--- src/rtl/mem_port_arbiter.sv ---
// mem_port_arbiter: shares one fixed-latency single-ported RAM between the IF fetch, MEM load/store and debug ports.
//  Clock/reset: CPU_CLK rising edge, CPU_RST asynchronous active-high.
//  Requesters (if_*, mem_*, dbg_*): req held until the one-cycle ack; rdata registered, held after ack.
//  RAM side (ram_*): one ram_en strobe per access, read data sampled in the last ACCESS cycle.
//  Status: stall_if/stall_mem to the hazard unit, grant_owner (0 none, 1 IF, 2 MEM, 3 DBG).
module mem_port_arbiter #(
  parameter int ADDR_W      = 32,
  parameter int DATA_W      = 32,
  parameter int MEM_LATENCY = 2
) (
  input  logic                CPU_CLK,
  input  logic                CPU_RST,
  input  logic                if_req,
  input  logic [ADDR_W-1:0]   if_addr,
  output logic [DATA_W-1:0]   if_rdata,
  output logic                if_ack,
  input  logic                mem_req,
  input  logic [DATA_W/8-1:0] mem_we,
  input  logic [ADDR_W-1:0]   mem_addr,
  input  logic [DATA_W-1:0]   mem_wdata,
  output logic [DATA_W-1:0]   mem_rdata,
  output logic                mem_ack,
  input  logic                dbg_req,
  input  logic [DATA_W/8-1:0] dbg_we,
  input  logic [ADDR_W-1:0]   dbg_addr,
  input  logic [DATA_W-1:0]   dbg_wdata,
  output logic [DATA_W-1:0]   dbg_rdata,
  output logic                dbg_ack,
  output logic                ram_en,
  output logic [DATA_W/8-1:0] ram_we,
  output logic [ADDR_W-1:0]   ram_addr,
  output logic [DATA_W-1:0]   ram_wdata,
  input  logic [DATA_W-1:0]   ram_rdata,
  output logic                stall_if,
  output logic                stall_mem,
  output logic [1:0]          grant_owner
);
  localparam int BE_W  = DATA_W / 8;
  localparam int CNT_W = $clog2(MEM_LATENCY + 1);
  localparam logic [1:0] OWN_NONE = 2'd0, OWN_IF = 2'd1, OWN_MEM = 2'd2, OWN_DBG = 2'd3;
  typedef enum logic [1:0] {IDLE, ACCESS, RESP} state_t;
  state_t state, state_nxt;
  logic [1:0] owner, win;
  logic [CNT_W-1:0] cnt;
  logic rr_mem;
  logic [ADDR_W-1:0] addr_q;
  logic [BE_W-1:0] we_q;
  logic [DATA_W-1:0] wdata_q;
  logic act_if, act_mem, act_dbg, grant, first, last;
  assign if_ack  = state == RESP && owner == OWN_IF;
  assign mem_ack = state == RESP && owner == OWN_MEM;
  assign dbg_ack = state == RESP && owner == OWN_DBG;
  // An ack only exists in RESP, so masking with it excludes the channel being acked.
  always_comb begin
    act_if    = if_req & ~if_ack;
    act_mem   = mem_req & ~mem_ack;
    act_dbg   = dbg_req & ~dbg_ack;
    win       = act_dbg ? OWN_DBG :
                (act_mem & act_if) ? (rr_mem ? OWN_IF : OWN_MEM) :
                act_mem ? OWN_MEM : act_if ? OWN_IF : OWN_NONE;
    grant     = (state == IDLE || state == RESP) && win != OWN_NONE;
    first     = state == ACCESS && cnt == CNT_W'(MEM_LATENCY);
    last      = state == ACCESS && cnt == CNT_W'(1);
    state_nxt = grant ? ACCESS : last ? RESP : state == ACCESS ? ACCESS : IDLE;
  end
  assign ram_en      = first;
  assign ram_we      = first ? we_q : '0;
  assign ram_addr    = first ? addr_q : '0;
  assign ram_wdata   = first ? wdata_q : '0;
  assign grant_owner = state == IDLE ? OWN_NONE : owner;
  // Stalls are forced low while reset is held so every output is quiet during reset.
  assign stall_if    = ~CPU_RST & if_req & ~if_ack;
  assign stall_mem   = ~CPU_RST & ((mem_req & ~mem_ack) | grant_owner == OWN_DBG);
  always_ff @(posedge CPU_CLK or posedge CPU_RST) begin
    if (CPU_RST) begin
      state     <= IDLE;
      owner     <= OWN_NONE;
      cnt       <= '0;
      rr_mem    <= 1'b0;
      addr_q    <= '0;
      we_q      <= '0;
      wdata_q   <= '0;
      if_rdata  <= '0;
      mem_rdata <= '0;
      dbg_rdata <= '0;
    end else begin
      state <= state_nxt;
      if (grant) begin
        owner   <= win;
        cnt     <= CNT_W'(MEM_LATENCY);
        addr_q  <= win == OWN_DBG ? dbg_addr : win == OWN_MEM ? mem_addr : if_addr;
        we_q    <= win == OWN_DBG ? dbg_we : win == OWN_MEM ? mem_we : '0;
        wdata_q <= win == OWN_DBG ? dbg_wdata : win == OWN_MEM ? mem_wdata : '0;
        if (win != OWN_DBG) rr_mem <= win == OWN_MEM;
      end else if (state == ACCESS) begin
        cnt <= cnt - CNT_W'(1);
      end
      if (last && we_q == '0) begin
        if (owner == OWN_IF) if_rdata <= ram_rdata;
        if (owner == OWN_MEM) mem_rdata <= ram_rdata;
        if (owner == OWN_DBG) dbg_rdata <= ram_rdata;
      end
    end
  end
endmodule

--- config.mk ---
export PLATFORM = sky130hd
export DESIGN_NAME = mem_port_arbiter
export DESIGN_NICKNAME = d
export VERILOG_FILES = /design/src/rtl/mem_port_arbiter.sv
export SDC_FILE = /design/constraint.sdc
export NUM_CORES = 1
export LEC_CHECK = 0
export ABC_AREA = 1
export CAP_MARGIN = 40
export CORE_AREA = 3 3 145 147
export CTS_CLUSTER_DIAMETER = 120
export DETAILED_ROUTE_END_ITERATION = 7
export DIE_AREA = 0 0 148 150
export PLACE_DENSITY = 0.93
export SYNTH_ARGS = -nofsm -noshare
export SYNTH_HDL_FRONTEND = slang
export SYNTH_SLANG_ARGS = --single-unit
export TNS_END_PERCENT = 50
--- constraint.sdc ---
create_clock -name CPU_CLK -period 9 [get_ports CPU_CLK]
set_input_delay 1.8 -clock CPU_CLK [delete_from_list [all_inputs] [get_ports CPU_CLK]]
set_output_delay 1.8 -clock CPU_CLK [all_outputs]
set_load 0.05 [all_outputs]
-- Word-level counts from Yosys, hierarchy flattened
Cells that the tools add are included.
- equality and inequality tests: 11
- reductions and logical operators: 16
- $add $sub $neg: 1
- muxes and demuxes: 20
- bitwise operators: 12
- operator list (cell ; count):
    32-bit two-way mux ; 6
    2-bit two-way mux ; 9
    2-bit equality test (second input constant) ; 7
    4-bit two-way mux ; 3
    2-bit AND reduction ; 4
    1-bit bitwise AND ; 7
    1-bit logical AND ; 7
    2-bit by 1-bit equality test with 1-bit output (second input constant) ; 3
    4-bit logical NOT ; 1
    1-bit NOT ; 4
    2-bit nonzero test ; 2
    2-bit logical NOT ; 1
    1-bit two-way mux ; 2
    2-bit != test (second input constant) ; 1
    2-bit by 1-bit subtractor with 2-bit output (second input constant) ; 1
    1-bit logical OR ; 1
    1-bit bitwise OR ; 1
- flip-flop bits (word level): 171
- word-level logic and storage cells: 70
- output and inout port bits: 172

-- Depth between registers and ports, before layout
Gate-level depths: netlist of run 1.
- word-level depth: 11
- depth in mapped cells: 13
- depth with buffers taken out: 11

-- Worst setup path after synthesis of run 1
No wires, ideal clock.
- path kind: in2out
- start point: input mem_req
- end point: output stall_mem
- cell stages on the path: 2
- path buffers: 0
- path slack: 4.559 ns
- arrival time: 2.641 ns
- data required time: 7.200 ns
- path through: nand2_1 -> a21oi_1
- cells in the longest elaborated chain, start to end: 3
- ends and longest elaborated chain (item ; RTL line ; source):
    start: declaration ; 17 ; input logic mem_req,
    1-bit bitwise AND ; 73 ; assign stall_mem = ~CPU_RST & ((mem_req & ~mem_ack) | grant_owner == OWN_DBG);
    1-bit bitwise OR ; 73 ;
    1-bit bitwise AND ; 73 ;
    end: declaration ; 35 ; output logic stall_mem,
No other way between the ends.

-- Final worst setup path of run 1
- start point: input CPU_RST
- end point: output stall_mem
- cells in the longest elaborated chain, start to end: 2
- ends and longest elaborated chain (item ; RTL line ; source):
    start: declaration ; 12 ; input logic CPU_RST,
    1-bit NOT ; 73 ;
    1-bit bitwise AND ; 73 ;
No other way between the ends.

==> flow_summary.toml, run 1 <==
[outcome]
outcome = "finished, final reports clean"

[critical_path]
worstPathRequired_ns = 7.20
worstRegToRegCells = 9
worstReg2RegEnd = "addr_q[29]"
start_kind = "input port"
worstPathCellList = "clkdlybuf4s50_1 > a21oi_1 > clkdlybuf4s50_1"
slowest_delay_ns = 0.82
worst_setup_path_end_kind = "output pin"
path_depth = 3
worstSetupPathType = "input port to output pin"
setup.reg_to_reg.worst_slack_ns = 5.63
critPathTopFamily = "buffers and inverters"
worstReg2RegStart = "state[0]"
worst-path-max-fanout = 3
critical_path_buf_inv_count = 2
critical_path_arrival_ns = 3.38
cell_with_the_most_instances_on_the_worst_path = "sky130_fd_sc_hd__clkdlybuf4s50_1"
timing.critical_path.slowest_stage_cell = "sky130_fd_sc_hd__clkdlybuf4s50_1"

[power_and_ir_drop]
worst_ir_drop_vdd_mv = 0.190
power.clock.fraction = 0.157
combinationalPowerShare = 0.559
switching_share = 0.504
pwr_density_cell_nw_per_um2 = 362
p_leak_nw = 6.31
seq_power_share = 0.284
cellInternalPower_mw = 2.32
total_switching_power_mw = 2.36

[logic_synthesis]
ys_seq_area_frac = 0.508
count_of_cell_types_in_the_netlist = 24
synth.yosys.warnings = 0
mappedNetlistNets = 1314
netlist.top_cell.by_area = "sky130_fd_sc_hd__dfrtp_1"
post_syn_area_um2 = 8430
synth_top_cell_area_share = 0.508
ys_seq_elements = 171
syn-instance-count = 1107
netlist_top_cells_area = "sky130_fd_sc_hd__dfrtp_1 51%, sky130_fd_sc_hd__nand2_1 19%, sky130_fd_sc_hd__o21ai_1 5.6%"
synth_area_per_cell_um2 = 7.61

[cts]
clockRootBuffer = "sky130_fd_sc_hd__clkbuf_16"
hold_buf_cts = 0
cts.sinks = 171
post-cts-setup-buffers = 0
cts_tree = "yes"
cts_max_path_buffers = 2
cts_buffers = 17
h-tree-depth = 4
cts-resized-gates = 0
clk_transition_reported_paths_ns = 0.08
insertion_delay_ns = 0.42

[min_path]
min_to = "wdata_q[28]"
min-delay-path-class = "register to register"
worstHoldStart = "wdata_q[28]"
worst_hold_path.num_cells = 2

[floorplan]
start_util = 0.421
core.rowCount = 52
die_y_um = 150
area_of_the_core_region_um2 = 20000
die_boundary_width_um = 148
num_io_pins = 377
floorplan.die_area_um2 = 22200

[layout]
area_delta_synth_final_pct = 53.2
multi_input_gate_area_in_the_final_layout_um2 = 3300
sequential_standard_cell_area_um2 = 4280
finish.net_count = 1652
post_route_cells_drive_above_1_share = 0.0439
nFillCells = 1560
final-instance-count-excl-fill = 1728
n_antenna_cell = 0

[sta]
worst-slew-pin-transition_ns = 0.782
worst_clock_skew_ns = 0.0106
maxSlewViolCount = 0
report.final.hold_viol_count = 0
timing.final.crit_share = 0.576
setup_violations = 0
totalNegativeSetupSlack_ns = 0
rsz0062_at_grt = "no"
fmaxAchievable_ghz = 0.193
post-route-min-period_ns = 5.18
timing.max_slew.rel_slack = 0.478
final.hold.worst_slack_ns = 0.482
layout_setup_ws_ns = 3.82

[routing]
sum_of_routed_wire_length_over_all_layers_mm = 27.9
route.antenna.remaining_nets = 0
detail_route.first_pass.iterations = 5
routed-via-count = 8638
drt_first_iter_violations = 491
routed_wirelength_normalized_by_instance_count_um = 16.2
avgViaCountPerCell = 5.00
route.detailed.drc = 0

[grt]
grt_start_max_net_pins = 74
gr-usage-all-layers = 0.244
grt_antenna_before_repair = 0
grt.overflow.total = 0
grt_first_pass_wirelength_mm = 43.6
grt_pass1_vias = 8556

[placement]
routabilityCongestion = 0.931
dp_slack_ns = 3.81
detailed_place_hpwl_mm = 20.6
placed_insts = 1696
port-buffer-count = 376

[job]
number_of_violations_of_the_max_capacitance_limit = 0
final cells by class:
cell class              instances  area share
repair buffers                387       0.306
clock inverters                15      0.0134
inverters                     119      0.0350
well taps                     270      0.0262
flip-flops and latches        171       0.331
multi-input cells             749       0.256
clock buffers                  17      0.0329
logic make-up after synthesis:
logic type / synth area share
and+or+nand+nor: 0.304
AOI/OAI and AO/OA: 0.0834
adders and majority gates: 0.00297
DFF: 0.508
buffers and inverters: 0.102
worst min-delay path: stages, from the launching register on:
cell	delay, ns
sky130_fd_sc_hd__dfrtp_1	0.35
sky130_fd_sc_hd__nand2_1	0.05
sky130_fd_sc_hd__nand2_1	0.05
layer usage:
metal  track usage  wire [µm]
met1         0.298      11000
met2         0.415      13900
met3        0.0636       2130
met4        0.0933        933
met5             0          0
layout by cell type (no fill, tap or decap), drive strengths merged:
cell	netlist	final
nor2	76	76
a21oi	36	36
buf	51	11
dfrtp	171	171
nor3b	32	32
ha	2	2
nand4	1	1
inv	119	126
clkinvlp	0	2
clkdlybuf4s50	0	376
o21ai	103	103
nor3	1	1
nand2	426	426
clkbuf	17	17
clkinv	0	6
nand3	72	72
through the flow:
step	utilization	cell area, µm²	power [mW]
2_1_floorplan	-	8430	3.01
3_3_place_gp	0.608	12200	3.83
3_5_place_dp	0.615	12300	3.95
4_1_cts	0.644	12900	4.70
5_1_grt	0.644	12900	4.92
6_report	0.644	12900	4.68
power by group through the flow:
stage	logic (mW)	clock network (mW)	registers, mW
global placement	2.52	0	1.32
floorplan	1.09	0	1.93
CTS	2.63	0.751	1.32
finish	2.62	0.735	1.33
detailed placement	2.62	0	1.33
global route	2.77	0.781	1.36
sequential cells by signal, summed over array words and instances, names as in the netlist:
register and cells:
if_rdata 32, we_q 4, addr_q 32, mem_rdata 32, state 2, cnt 2, dbg_rdata 32, wdata_q 32
rr_mem 1, owner 2
worst max path at each step:
stage,from,end,slack (ns)
2_1_floorplan,CPU_RST,addr_q[0],2.57
3_3_place_gp,CPU_RST,stall_mem,3.83
3_5_place_dp,CPU_RST,stall_mem,3.81
4_1_cts,CPU_RST,stall_mem,3.80
5_1_grt,CPU_RST,stall_mem,3.78
6_report,CPU_RST,stall_mem,3.82
cells in the mapped netlist (all sizes together):
cell and n:
nand2 426, dfrtp 171, inv 119, o21ai 103
nor2 76, nand3 72, buf 51, a21oi 36
nor3b 32, clkbuf 17, ha 2, nand4 1
nor3 1
Power figures use the tool's default switching activity.
==> run 2: changes to the inputs <==
--- a/config.mk
+++ b/config.mk
@@ -7,10 +7,10 @@
 export LEC_CHECK = 0
 export ABC_AREA = 1
 export CAP_MARGIN = 40
-export CORE_AREA = 3 3 145 147
+export CORE_MARGIN = 3
+export CORE_UTILIZATION = 42
 export CTS_CLUSTER_DIAMETER = 120
 export DETAILED_ROUTE_END_ITERATION = 7
-export DIE_AREA = 0 0 148 150
 export PLACE_DENSITY = 0.93
 export SYNTH_ARGS = -nofsm -noshare
 export SYNTH_HDL_FRONTEND = slang
==> constraint.sdc (replaced) <==
create_clock -name CPU_CLK -period 4.92 [get_ports CPU_CLK]
set_input_delay 0.984 -clock CPU_CLK [delete_from_list [all_inputs] [get_ports CPU_CLK]]
set_output_delay 0.984 -clock CPU_CLK [all_outputs]
set_load 0.05 [all_outputs]
==> run 2 against run 1 <==
- via count fell by 1.6%
- worst setup slack got worse by 2.9 ns
- sequential cell count did not move
- critical path depth grew 3
- global-route usage rose by 0.30 points
- register-to-register slack lost 3.7 ns
- sequential share of layout area grew 0.18 points
- non-clock buffer count shrank 2
- die area decreased by 1.8%
- utilization is 1.1 points higher
- critical path type is now register to output pin
==> flow_summary.toml, run 2 (synthesis results as in run 1) <==
[cts]
cts-resized-gates = 0
insertion_delay_ns = 0.41
cts_tree = "yes"
clockRootBuffer = "sky130_fd_sc_hd__clkbuf_16"
cts_max_path_buffers = 2
hold_buf_cts = 0
cts.sinks = 171
h-tree-depth = 4
clk_transition_reported_paths_ns = 0.07
post-cts-setup-buffers = 0
cts_buffers = 17

[routing]
sum_of_routed_wire_length_over_all_layers_mm = 27.2
route.antenna.remaining_nets = 0
detail_route.first_pass.iterations = 4
avgViaCountPerCell = 4.94
drt_first_iter_violations = 532
routed_wirelength_normalized_by_instance_count_um = 15.8
route.detailed.drc = 0
routed-via-count = 8498

[layout]
final_cell_mix = "418 x sky130_fd_sc_hd__nand2_1, 376 x sky130_fd_sc_hd__clkdlybuf4s50_1, 171 x sky130_fd_sc_hd__dfrtp_1"
area_delta_synth_final_pct = 52.4
post_route_cells_drive_above_1_share = 0.0426
nFillCells = 1523
finish.net_count = 1650
n_antenna_cell = 0
layout.cell_area.non_filler_um2 = 12800
mostFrequentLayoutCell = "sky130_fd_sc_hd__nand2_1"

[min_path]
min-delay-path-class = "register to register"

[power_and_ir_drop]
worst_ir_drop_vdd_mv = 0.330
p_leak_nw = 6.28
total_switching_power_mw = 4.28
seq_power_share = 0.281
combinationalPowerShare = 0.562
power.clock.fraction = 0.157
switching_share = 0.503
cellInternalPower_mw = 4.23
total_power_mw = 8.50
pwr_density_cell_nw_per_um2 = 662

[sta]
worst-slew-pin-transition_ns = 0.785
layout_setup_ws_ns = 0.956
fmaxAchievable_ghz = 0.252
setup_violations = 0
totalNegativeSetupSlack_ns = 0
post-route-min-period_ns = 3.96
maxSlewViolCount = 0
timing.final.crit_share = 0.806
timing.max_slew.rel_slack = 0.477
report.final.hold_viol_count = 0
rsz0062_at_grt = "no"
worst_clock_skew_ns = 0.0145

[grt]
grt_start_max_net_pins = 118
gr-usage-all-layers = 0.247
grt_pass1_vias = 8637
grt.overflow.total = 0
grt_antenna_before_repair = 1
grt_first_pass_wirelength_mm = 43.4

[placement]
detailed_place_hpwl_mm = 20.0
port-buffer-count = 376
dpl_cell_area_um2 = 12200
routabilityCongestion = 0.848
dp_slack_ns = 1.31

[critical_path]
critical_path_arrival_ns = 2.98
slowest_delay_ns = 0.87
timing.critical_path.slowest_stage_cell = "sky130_fd_sc_hd__clkdlybuf4s50_1"
worstSetupPathType = "register to output pin"
worstPathRequired_ns = 3.94
worstPathCellList = "inv_1 > ha_1 > nand2_2 > buf_4 > nor2_1 > clkdlybuf4s50_1"
worst_setup_path_end_kind = "output pin"
worst-path-max-fanout = 43
start_kind = "register"
critPathTopFamily = "buffers and inverters"
critical_path_buf_inv_count = 3

[floorplan]
die_boundary_width_um = 148
core.rowCount = 51
start_util = 0.430
area_of_the_core_region_um2 = 19600
floorplan.die_area_um2 = 21800
num_io_pins = 377
die_y_um = 148

[job]
number_of_violations_of_the_max_capacitance_limit = 0

[outcome]
outcome = "finished, final reports clean"
## run 2: power groups by stage
stage / registers [mW] / clock network [mW] / logic (mW)
2_1_floorplan: 3.53 / 0 / 1.99
3_3_place_gp: 2.36 / 0 / 4.65
3_5_place_dp: 2.40 / 0 / 4.79
4_1_cts: 2.38 / 1.37 / 4.80
5_1_grt: 2.46 / 1.43 / 5.09
6_report: 2.39 / 1.34 / 4.78
## run 2: path summary, 6_finish.rpt
| path | to | slack [ns] | startpoint | depth (start not counted) |
|---|---|---|---|---|
| setup reg to reg | addr_q[0] | 1.92 | state[0] | 11 |
| hold / removal | mem_rdata[11] | 0.48 | mem_rdata[11] | 2 |
| setup / recovery | ram_addr[31] | 0.96 | cnt[0] | 6 |
| max in group asynchronous | addr_q[7] | 3.17 | CPU_RST | 3 |
| hold reg to reg | mem_rdata[11] | 0.48 | mem_rdata[11] | 2 |
| min in group asynchronous | wdata_q[8] | 1.13 | CPU_RST | 3 |
## run 2: worst reg2reg max path: stages (launching register included)
cell                      delay (ns)
sky130_fd_sc_hd__dfrtp_1        0.39
sky130_fd_sc_hd__buf_4          0.27
sky130_fd_sc_hd__nor2_1         0.25
sky130_fd_sc_hd__nand2_1        0.12
sky130_fd_sc_hd__nand2_1        0.15
sky130_fd_sc_hd__nand2_1        0.08
sky130_fd_sc_hd__nand2_2        0.57
sky130_fd_sc_hd__nand2_2        0.63
sky130_fd_sc_hd__nand2_1        0.24
sky130_fd_sc_hd__nand2_1        0.08
sky130_fd_sc_hd__nand2_1        0.08
sky130_fd_sc_hd__nand2_1        0.06
## run 2: per-layer routing
metal,global-route usage,part of all wire
met3,0.0659,0.084
met1,0.288,0.38
met2,0.426,0.50
met5,0,0.00048
met4,0.113,0.037
## run 2: layout make-up
| cell class | instances | area (µm²) | share of cell area |
|---|---|---|---|
| Clock buffer | 17 | 425 | 0.0331 |
| Clock inverter | 15 | 173 | 0.0134 |
| Inverter | 119 | 450 | 0.0351 |
| Multi-Input combinational cell | 749 | 3300 | 0.257 |
| Sequential cell | 171 | 4280 | 0.333 |
| Tap cell | 265 | 332 | 0.0258 |
| Timing Repair Buffer | 385 | 3880 | 0.302 |
## run 2: per-stage QoR
step / hold WS [ns] / std cells / util
4_1_cts: 0.484 / 1721 / 0.656
5_1_grt: 0.503 / 1721 / 0.656
3_3_place_gp: 0.461 / 1687 / 0.622
2_1_floorplan: 0.449 / 1107 / -
3_5_place_dp: 0.465 / 1689 / 0.625
6_report: 0.482 / 1721 / 0.656
